<file path="src/rtl/ara_cmd_issue_pkg.sv">
// Shared types and default sizing for the Ara command issue stage.
// Entry structs are packed so they pass straight through the generic FIFO.
package ara_cmd_issue_pkg;

    localparam int INSN_W              = 32;
    localparam int XLEN                = 64;
    localparam int FRM_W               = 2;
    localparam int TRANS_ID_MAX_W      = 8;
    localparam int TRANS_ID_W_DEF      = 3;
    localparam int CMD_DEPTH_DEF       = 4;
    localparam int RSP_DEPTH_DEF       = 2;
    localparam int MAX_OUTSTANDING_DEF = 4;

    typedef struct packed {
        logic [INSN_W-1:0] insn;
        logic [XLEN-1:0]   rs1;
        logic [XLEN-1:0]   rs2;
        logic [FRM_W-1:0]  frm;
    } cmd_entry_t;

    // trans_id is sized for the widest supported ID; narrower IDs are zero-extended
    typedef struct packed {
        logic [XLEN-1:0]           result;
        logic [TRANS_ID_MAX_W-1:0] trans_id;
    } rsp_entry_t;

endpackage

</file>
<file path="src/rtl/ara_issue_fifo.sv">
// Generic synchronous FIFO; the head is read directly from the storage registers,
// so a pushed entry is visible one cycle later (no fall-through).
module ara_issue_fifo #(
    parameter int WIDTH = 8,
    parameter int DEPTH = 4
) (
    input  logic             clk_i,
    input  logic             rst_i,
    input  logic             push_i,
    input  logic [WIDTH-1:0] data_i,
    input  logic             pop_i,
    output logic [WIDTH-1:0] data_o,
    output logic             full_o,
    output logic             empty_o
);

    localparam int PTR_W = $clog2(DEPTH);

    logic [PTR_W:0]   wr_ptr_q, wr_ptr_d;
    logic [PTR_W:0]   rd_ptr_q, rd_ptr_d;
    logic [WIDTH-1:0] mem_q [DEPTH];
    logic             push_en;
    logic             pop_en;

    // Extra pointer MSB distinguishes full from empty when the indices match
    assign full_o  = (wr_ptr_q[PTR_W] != rd_ptr_q[PTR_W]) &&
                     (wr_ptr_q[PTR_W-1:0] == rd_ptr_q[PTR_W-1:0]);
    assign empty_o = (wr_ptr_q == rd_ptr_q);
    assign push_en = push_i && !full_o;
    assign pop_en  = pop_i && !empty_o;
    assign data_o  = mem_q[rd_ptr_q[PTR_W-1:0]];

    always_comb begin
        wr_ptr_d = wr_ptr_q;
        rd_ptr_d = rd_ptr_q;
        if (push_en) begin
            wr_ptr_d = wr_ptr_q + 1'b1;
        end
        if (pop_en) begin
            rd_ptr_d = rd_ptr_q + 1'b1;
        end
    end

    always_ff @(posedge clk_i or posedge rst_i) begin
        if (rst_i) begin
            wr_ptr_q <= '0;
            rd_ptr_q <= '0;
        end else begin
            wr_ptr_q <= wr_ptr_d;
            rd_ptr_q <= rd_ptr_d;
        end
    end

    always_ff @(posedge clk_i) begin
        if (push_en) begin
            mem_q[wr_ptr_q[PTR_W-1:0]] <= data_i;
        end
    end

endmodule

</file>
<file path="src/rtl/ara_cmd_issue.sv">
// Issue stage in front of the Ara wrapper: command FIFO, trans-ID stamping,
// outstanding bound, in-order response check, response FIFO. Optional perf
// counters are enabled with `define ARA_CMD_ISSUE_PERF_EN.
module ara_cmd_issue
    import ara_cmd_issue_pkg::*;
#(
    parameter int TRANS_ID_WIDTH  = TRANS_ID_W_DEF,
    parameter int CMD_DEPTH       = CMD_DEPTH_DEF,
    parameter int RSP_DEPTH       = RSP_DEPTH_DEF,
    parameter int MAX_OUTSTANDING = MAX_OUTSTANDING_DEF
) (
    input  logic                                 clk_i,
    input  logic                                 rst_i,
    input  logic                                 cmd_valid_i,
    output logic                                 cmd_ready_o,
    input  logic [31:0]                          cmd_insn_i,
    input  logic [63:0]                          cmd_rs1_i,
    input  logic [63:0]                          cmd_rs2_i,
    input  logic [1:0]                           cmd_frm_i,
    input  logic                                 store_pending_i,
    output logic                                 req_req_valid_o,
    output logic                                 req_resp_ready_o,
    output logic [31:0]                          req_insn_o,
    output logic [63:0]                          req_rs1_o,
    output logic [63:0]                          req_rs2_o,
    output logic [1:0]                           req_frm_o,
    output logic [TRANS_ID_WIDTH-1:0]            req_trans_id_o,
    output logic                                 req_store_pending_o,
    output logic                                 req_acc_cons_en_o,
    output logic                                 req_inval_ready_o,
    input  logic                                 resp_req_ready_i,
    input  logic                                 resp_resp_valid_i,
    input  logic [63:0]                          resp_result_i,
    input  logic [TRANS_ID_WIDTH-1:0]            resp_trans_id_i,
    output logic                                 rsp_valid_o,
    input  logic                                 rsp_ready_i,
    output logic [63:0]                          rsp_result_o,
    output logic [TRANS_ID_WIDTH-1:0]            rsp_trans_id_o,
    output logic [$clog2(MAX_OUTSTANDING+1)-1:0] outstanding_o,
    output logic                                 idle_o,
    output logic                                 id_err_o
`ifdef ARA_CMD_ISSUE_PERF_EN
    ,
    output logic [31:0]                          perf_issued_o,
    output logic [31:0]                          perf_stall_full_o,
    output logic [31:0]                          perf_stall_ara_o
`endif
);

    localparam int OUT_W = $clog2(MAX_OUTSTANDING+1);
    localparam logic [OUT_W-1:0] OUT_MAX = OUT_W'(MAX_OUTSTANDING);

    cmd_entry_t cmd_wdata;
    cmd_entry_t cmd_head;
    rsp_entry_t rsp_wdata;
    rsp_entry_t rsp_head;

    logic cmd_full, cmd_empty;
    logic rsp_full, rsp_empty;
    logic issue, capture;
    logic rsp_id_unused;

    logic [TRANS_ID_WIDTH-1:0] next_id_q, next_id_d;
    logic [TRANS_ID_WIDTH-1:0] expected_id_q, expected_id_d;
    logic [OUT_W-1:0]          outstanding_q, outstanding_d;
    logic                      id_err_q, id_err_d;

    assign cmd_wdata = '{insn: cmd_insn_i, rs1: cmd_rs1_i, rs2: cmd_rs2_i, frm: cmd_frm_i};
    assign rsp_wdata = '{result: resp_result_i, trans_id: TRANS_ID_MAX_W'(resp_trans_id_i)};

    ara_issue_fifo #(
        .WIDTH ($bits(cmd_entry_t)),
        .DEPTH (CMD_DEPTH)
    ) u_cmd_fifo (
        .clk_i   (clk_i),
        .rst_i   (rst_i),
        .push_i  (cmd_valid_i),
        .data_i  (cmd_wdata),
        .pop_i   (issue),
        .data_o  (cmd_head),
        .full_o  (cmd_full),
        .empty_o (cmd_empty)
    );

    ara_issue_fifo #(
        .WIDTH ($bits(rsp_entry_t)),
        .DEPTH (RSP_DEPTH)
    ) u_rsp_fifo (
        .clk_i   (clk_i),
        .rst_i   (rst_i),
        .push_i  (capture),
        .data_i  (rsp_wdata),
        .pop_i   (rsp_ready_i),
        .data_o  (rsp_head),
        .full_o  (rsp_full),
        .empty_o (rsp_empty)
    );

    // Valid cannot drop once raised: the head only moves on issue and the count only falls otherwise
    assign req_req_valid_o  = !cmd_empty && (outstanding_q < OUT_MAX);
    assign issue            = req_req_valid_o && resp_req_ready_i;
    assign capture          = resp_resp_valid_i && req_resp_ready_o;

    assign cmd_ready_o         = !cmd_full;
    assign req_resp_ready_o    = !rsp_full;
    assign req_insn_o          = cmd_head.insn;
    assign req_rs1_o           = cmd_head.rs1;
    assign req_rs2_o           = cmd_head.rs2;
    assign req_frm_o           = cmd_head.frm;
    assign req_trans_id_o      = next_id_q;
    assign req_store_pending_o = store_pending_i;
    assign req_acc_cons_en_o   = 1'b0;
    assign req_inval_ready_o   = 1'b1;

    assign rsp_valid_o    = !rsp_empty;
    assign rsp_result_o   = rsp_head.result;
    assign rsp_trans_id_o = rsp_head.trans_id[TRANS_ID_WIDTH-1:0];
    assign rsp_id_unused  = ^rsp_head.trans_id;

    assign outstanding_o = outstanding_q;
    assign idle_o        = cmd_empty && rsp_empty && (outstanding_q == '0);
    assign id_err_o      = id_err_q;

    always_comb begin
        next_id_d     = next_id_q;
        expected_id_d = expected_id_q;
        outstanding_d = outstanding_q;
        id_err_d      = id_err_q;
        if (issue) begin
            next_id_d = next_id_q + 1'b1;
        end
        if (capture) begin
            expected_id_d = expected_id_q + 1'b1;
            if ((resp_trans_id_i != expected_id_q) || (outstanding_q == '0)) begin
                id_err_d = 1'b1;
            end
        end
        // A capture with nothing in flight does not decrement, so the count saturates at zero
        case ({issue, capture && (outstanding_q != '0)})
            2'b10:   outstanding_d = outstanding_q + 1'b1;
            2'b01:   outstanding_d = outstanding_q - 1'b1;
            default: outstanding_d = outstanding_q;
        endcase
    end

    always_ff @(posedge clk_i or posedge rst_i) begin
        if (rst_i) begin
            next_id_q     <= '0;
            expected_id_q <= '0;
            outstanding_q <= '0;
            id_err_q      <= 1'b0;
        end else begin
            next_id_q     <= next_id_d;
            expected_id_q <= expected_id_d;
            outstanding_q <= outstanding_d;
            id_err_q      <= id_err_d;
        end
    end

`ifdef ARA_CMD_ISSUE_PERF_EN
    logic [31:0] perf_issued_q, perf_issued_d;
    logic [31:0] perf_stall_full_q, perf_stall_full_d;
    logic [31:0] perf_stall_ara_q, perf_stall_ara_d;

    always_comb begin
        perf_issued_d     = perf_issued_q;
        perf_stall_full_d = perf_stall_full_q;
        perf_stall_ara_d  = perf_stall_ara_q;
        if (issue) begin
            perf_issued_d = perf_issued_q + 32'd1;
        end
        if (!cmd_empty && (outstanding_q == OUT_MAX)) begin
            perf_stall_full_d = perf_stall_full_q + 32'd1;
        end
        if (req_req_valid_o && !resp_req_ready_i) begin
            perf_stall_ara_d = perf_stall_ara_q + 32'd1;
        end
    end

    always_ff @(posedge clk_i or posedge rst_i) begin
        if (rst_i) begin
            perf_issued_q     <= '0;
            perf_stall_full_q <= '0;
            perf_stall_ara_q  <= '0;
        end else begin
            perf_issued_q     <= perf_issued_d;
            perf_stall_full_q <= perf_stall_full_d;
            perf_stall_ara_q  <= perf_stall_ara_d;
        end
    end

    assign perf_issued_o     = perf_issued_q;
    assign perf_stall_full_o = perf_stall_full_q;
    assign perf_stall_ara_o  = perf_stall_ara_q;
`endif

endmodule

</file>
<file path="config.mk">
export PLATFORM = sky130hd
export DESIGN_NAME = ara_cmd_issue
export DESIGN_NICKNAME = d
export VERILOG_FILES = /design/src/rtl/ara_cmd_issue_pkg.sv /design/src/rtl/ara_issue_fifo.sv /design/src/rtl/ara_cmd_issue.sv
export SDC_FILE = /design/constraint.sdc
export NUM_CORES = 1
export LEC_CHECK = 0
export BUFFER_PORTS_ARGS = -buffer_cell sky130_fd_sc_hd__buf_2
export CORE_MARGIN = 8
export CORE_UTILIZATION = 56
export DETAILED_ROUTE_END_ITERATION = 12
export PLACE_DENSITY_LB_ADDON = 0.15
export SYNTH_ARGS = -nofsm -noshare
export SYNTH_HDL_FRONTEND = slang
export SYNTH_HIERARCHICAL = 1
export SYNTH_SLANG_ARGS = --single-unit
</file>
<file path="constraint.sdc">
create_clock -name clk_i -period 7.82 [get_ports clk_i]
set_input_delay 1.564 -clock clk_i [delete_from_list [all_inputs] [get_ports clk_i]]
set_output_delay 1.564 -clock clk_i [all_outputs]
set_load 0.005 [all_outputs]
</file>
==> Yosys cells after proc, flatten, opt, wreduce, memory -nomap -nowiden <==
Memories as Yosys holds them, arrays and structs flattened.
Cells that the tools add are included.
{ "op_classes": {"n_addsub": 8, "mul": 0, "n_div": 0, "magnitude_cmp": 1, "n_eq_ne": 9, "n_shift": 0, "n_mux": 5, "bitwise_logic": 0, "n_reduce_logical": 21} }
{ "op_table": {"columns": ["operator", "n"], "rows": [
  ["adder 3 x 1 -> 3 bit (second input constant)", 5],
  ["logical AND 1 bit", 12],
  ["case mux 3 bit (2 select lines)", 1],
  ["adder 2 x 1 -> 2 bit (second input constant)", 2],
  ["equality test 2 bit", 2],
  ["logical NOT 1 bit", 4],
  ["two-way mux 1 bit", 4],
  ["equality test 3 bit", 1],
  ["logical NOT 3 bit", 1],
  ["< comparator 3 bit (second input constant)", 1],
  ["inequality test 3 bit", 1],
  ["nonzero test 3 bit", 1],
  ["subtractor 3 x 1 -> 3 bit (second input constant)", 1],
  ["equality test 2 x 1 -> 1 bit (second input constant)", 1],
  ["equality test 2 bit (second input constant)", 1],
  ["inequality test 1 bit", 2],
  ["AND reduction 2 bit", 1],
  ["nonzero test 2 bit", 1],
  ["equality test 1 bit", 1],
  ["logical OR 1 bit", 1]
]} }
{ "word_totals": {"register_bits": 20, "latch_bits": 0, "mem_bits_rw": 782, "mem_bits_ro": 0, "input_bits": 236, "output_inout_bits": 244, "wordCells": 54, "n_memories": 2} }
{ "mem_list": {"columns": ["name", "words", "width", "rd", "rd_clocked_by_memory_dff", "write_ports", "line_no", "rtl"], "rows": [
  ["u_cmd_fifo.mem_q", 4, 162, 1, 0, 1, "ara_issue_fifo.sv:21", "logic [WIDTH-1:0] mem_q [DEPTH];"],
  ["u_rsp_fifo.mem_q", 2, 67, 1, 0, 1, "ara_issue_fifo.sv:21", null]
]} }

==> Longest topological paths before layout <==
{ "logic_depth": {"word_depth": 7, "ltp_mapped": 13, "ltp_nobuf": 11} }

==> Cells and area by module <==
Netlist, hierarchy kept.
{ "by_module_without_submodules": {"columns": ["mod", "n_inst", "cells_per_inst", "area_each_um2", "seq_area_each_um2"], "rows": [
  ["ara_issue_fifo at u_cmd_fifo", 1, 897, 24055.6, 19608.8],
  ["ara_issue_fifo at u_rsp_fifo", 1, 251, 5431.5, 4424.2],
  ["ara_cmd_issue", 1, 52, 569.3, 250.2]
]} }

==> Least setup slack after synthesis <==
No wires, ideal clock.
{ "synth_timing": {"path_type": "input to register", "from": "in cmd_valid_i", "to": "mem u_cmd_fifo/mem_q[3][0] in the netlist's numbering (enable)", "setup_time_ns": 0.595, "arrival_time_ns": 6.460, "required_ns": 7.225, "path_slack_ns": 0.765, "stages": 2, "path_buffers": 0, "cell_sequence": "nand2_1 > a31oi_2"} }
{ "synth_between": {"elab_chain_len": 3} }
{ "synth_lines": {"columns": ["element", "line_no", "rtl"], "rows": [
  ["start, declared", "ara_cmd_issue.sv:14", "input logic cmd_valid_i,"],
  ["logical AND 1 bit", "ara_issue_fifo.sv:29", "assign push_en = push_i && !full_o;"],
  ["two-way mux 1 bit", "ara_issue_fifo.sv:55", "if (push_en) begin"],
  ["two-way mux 1 bit (not written as such)", "ara_issue_fifo.sv:56", "mem_q[wr_ptr_q[PTR_W-1:0]] <= data_i;"],
  ["end, declared", "ara_issue_fifo.sv:21", null]
]} }
Every way passes these cells.

==> Worst setup path after layout <==
{ "layout_timing": {"from": "reg u_cmd_fifo.rd_ptr_q[1]", "to": "out req_rs1_o[14]"} }
{ "layout_between": {"elab_chain_len": 1} }
{ "layout_lines": {"columns": ["element", "line_no", "rtl"], "rows": [
  ["start, declared", "ara_issue_fifo.sv:20", "logic [PTR_W:0] rd_ptr_q, rd_ptr_d;"],
  ["start signal, assigned", "ara_issue_fifo.sv:50", "rd_ptr_q <= rd_ptr_d;"],
  ["memory (4 x 162 bit)", null, null],
  ["end, declared", "ara_cmd_issue.sv:24", "output logic [63:0] req_rs1_o,"]
]} }
Every way passes these cells.

==> metrics.cfg <==
[status]
status=finished, final reports clean

[cts]
cts_hold_buf=0
numCtsBuffers=79
path_clk_slew_ns=0.06
clkSinkCount=802
cts_resized=0
clk_path_buf_depth=3
clk_latency_ns=0.61
cts_tree=built
post_cts_buffers=0
htreeDepth=3
cts_root_buf=clkbuf_16

[global_routing]
grt_pass1_vias=14580
grt_overflow_total=0
track_usage_pct=19.61
antenna_found_initial=28
grt_pass1_wl_mm=89.36
grt_max_degree=108

[pwr]
comb_power_share_pct=27.5
internal_power_mw=9.594
p_sw_mw=3.832
power_frac_seq_pct=45.9
vdd_ir_drop_max_mv=0.2805
leakagePower_nw=12.17
p_sw_share_pct=28.54
power.share.clock_pct=26.6
p_per_area_nw_per_um2=382.6

[detailed_routing]
met1_length_mm=22.92
wirelength_mm=60.86
ant_nets=0
dr_wl_met2_mm=30.89
wl_met3_mm=4.997
highest_layer=met5
drt-initial-drc-count=836
vias=13670
drcViolationCount=0
wl_per_cell_um=24.63
firstDrtPassIters=4
vias_per_cell=5.531

[timing]
tns_ns=0
hold_viol_final=0
slew_violations=0
finalCritPeriodShare_pct=59.29
finClkSkew_ns=0.01405
setup_viol=0
max_freq_mhz=215.7
slew_headroom_pct=31.52
min_period_ns=4.637
tightestPinTransition_ns=1.027
rsz0062_at_grt=false

[layout]
drive_gt1_share_pct=48.05
num-fill-cells=3425
final_area_um2=35090
nNetsFinal=1950
layout-area-overhead-vs-synth_pct=18.15

[critical_path]
slowest_delay_ns=0.89
crit_arrival_ns=3.07
cp-start-kind=register
crit_path_end_kind=output port
cpMaxStageDelayCell=dfrtp_4
path_class=register to output port
cp.required_ns=6.26
rr_startpoint=u_cmd_fifo/rd_ptr_q[0]
worst-path-max-fanout=64
crit_family=buffers and inverters
path_cells=buf_4 > mux4_2 > buf_2
critPathLaunch=u_cmd_fifo/rd_ptr_q[1]
crit_buf_inv=2

[synthesis]
yosysWarnings=6
synth_area_um2=29700
syn_nets=1430
synth_cells=1185
syn-mean-instance-area_um2=25.06

[die]
dieArea_um2=60660
die_w_um=246.3
pin_count=480
rows=84
start_util_pct=56.52
core_area_um2=52550
die_h_um=246.3

[placement]
place_hpwl_mm=38.12
placed_area_um2=32600
io_buffers=475
place.gp.congestion=0.7507

[min_path]
hold_path_startpoint=id_err_o
hp-class=register to register

[flow_run]
maxCapViolations=0

## power by group through the flow
stage	clock network, mW	registers (mW)	logic (mW)
global route	3.80	6.26	3.98
detailed placement	0	6.27	3.78
CTS	3.65	6.18	3.80
global placement	0	6.21	3.76
floorplan	0	6.23	2.50
finish	3.57	6.17	3.69
## per-layer routing
layer	track usage [%]	vias to the layer above
li1	-	6046
met4	7.534	24
met5	0	-
met3	7.375	134
met2	31.69	385
met1	24.05	7079
## cells in the final DEF (no fill, tap or decap), types with 2 or more instances in the layout
cell type  instances
clkinv_2          10
bufinv_16          3
o21ai_0            3
nand2b_1           2
diode_2           18
clkinv_1          13
ha_1               8
mux4_2           162
buf_4             10
a211oi_1           2
nor2_1             4
inv_1             14
xnor2_1            6
xor2_2             2
dfrtp_1           17
and3_4             3
mux2i_1            3
o31ai_1            5
clkbuf_1          22
edfxtp_1         782
a21oi_1            4
nor3_1             3
dfrtp_4            2
nand2_1            9
buf_2            475
clkbuf_8           5
xnor2_2            3
buf_12             4
clkbuf_16         80
conb_1             2
mux2_2            69
inv_6              4
inv_16             2
xor2_1            11
## worst reg2reg max path, cell delays in order (launching register included)
cell and delay (ns):
dfrtp_4 0.94, buf_12 0.48, xnor2_2 0.23, nand3_1 0.18
and3_4 0.79, buf_12 0.65
## metrics by stage
step	power [mW]	std cells	hold WS, ns	worst slack (ns)	utilization [%]
after global routing	14.05	2464	0.4943	2.983	66.74
final	13.43	2471	0.4709	3.183	66.77
after CTS	13.63	2453	0.4785	3.134	66.69
after floorplan	8.726	1185	0.4638	0.7650	-
after detailed placement	10.05	2312	0.4650	3.800	62.04
after global placement	9.969	2312	0.4615	3.773	62.04
## area by class of cell
cell class                      count  area (um2)  area share (%)
Clock inverter                     34       287.8          0.8201
Inverter                           16       62.56          0.1783
Antenna cell                       18       45.04          0.1284
Multi-Input combinational cell    317        5156           14.69
Tap cell                          688       860.8           2.453
Clock buffer                      107        2153           6.137
Timing Repair Buffer              489        2532           7.217
Sequential cell                   802       23990           68.37
## worst paths after layout
path	end	slack, ns	cells after the start
worst max-delay path	req_rs1_o[14]	3.18	3
worst min-delay path	id_err_o	0.47	1
worst max register to register	u_cmd_fifo/mem_q[1][143]	4.01	5
worst min register to register	id_err_o	0.47	1
max in group asynchronous	outstanding_o[2]	6.61	2
min in group asynchronous	u_rsp_fifo/wr_ptr_q[0]	0.86	2
## flip-flops by register name, indices dropped and copies added (netlist names)
register             count
u_cmd_fifo/rd_ptr_q      3
outstanding_o            3
u_rsp_fifo/wr_ptr_q      2
req_trans_id_o           3
u_cmd_fifo/mem_q       648
u_cmd_fifo/wr_ptr_q      3
u_rsp_fifo/rd_ptr_q      2
u_rsp_fifo/mem_q       134
id_err_o                 1
expected_id_q            3
No activity file was read; power rests on OpenSTA's default activity.
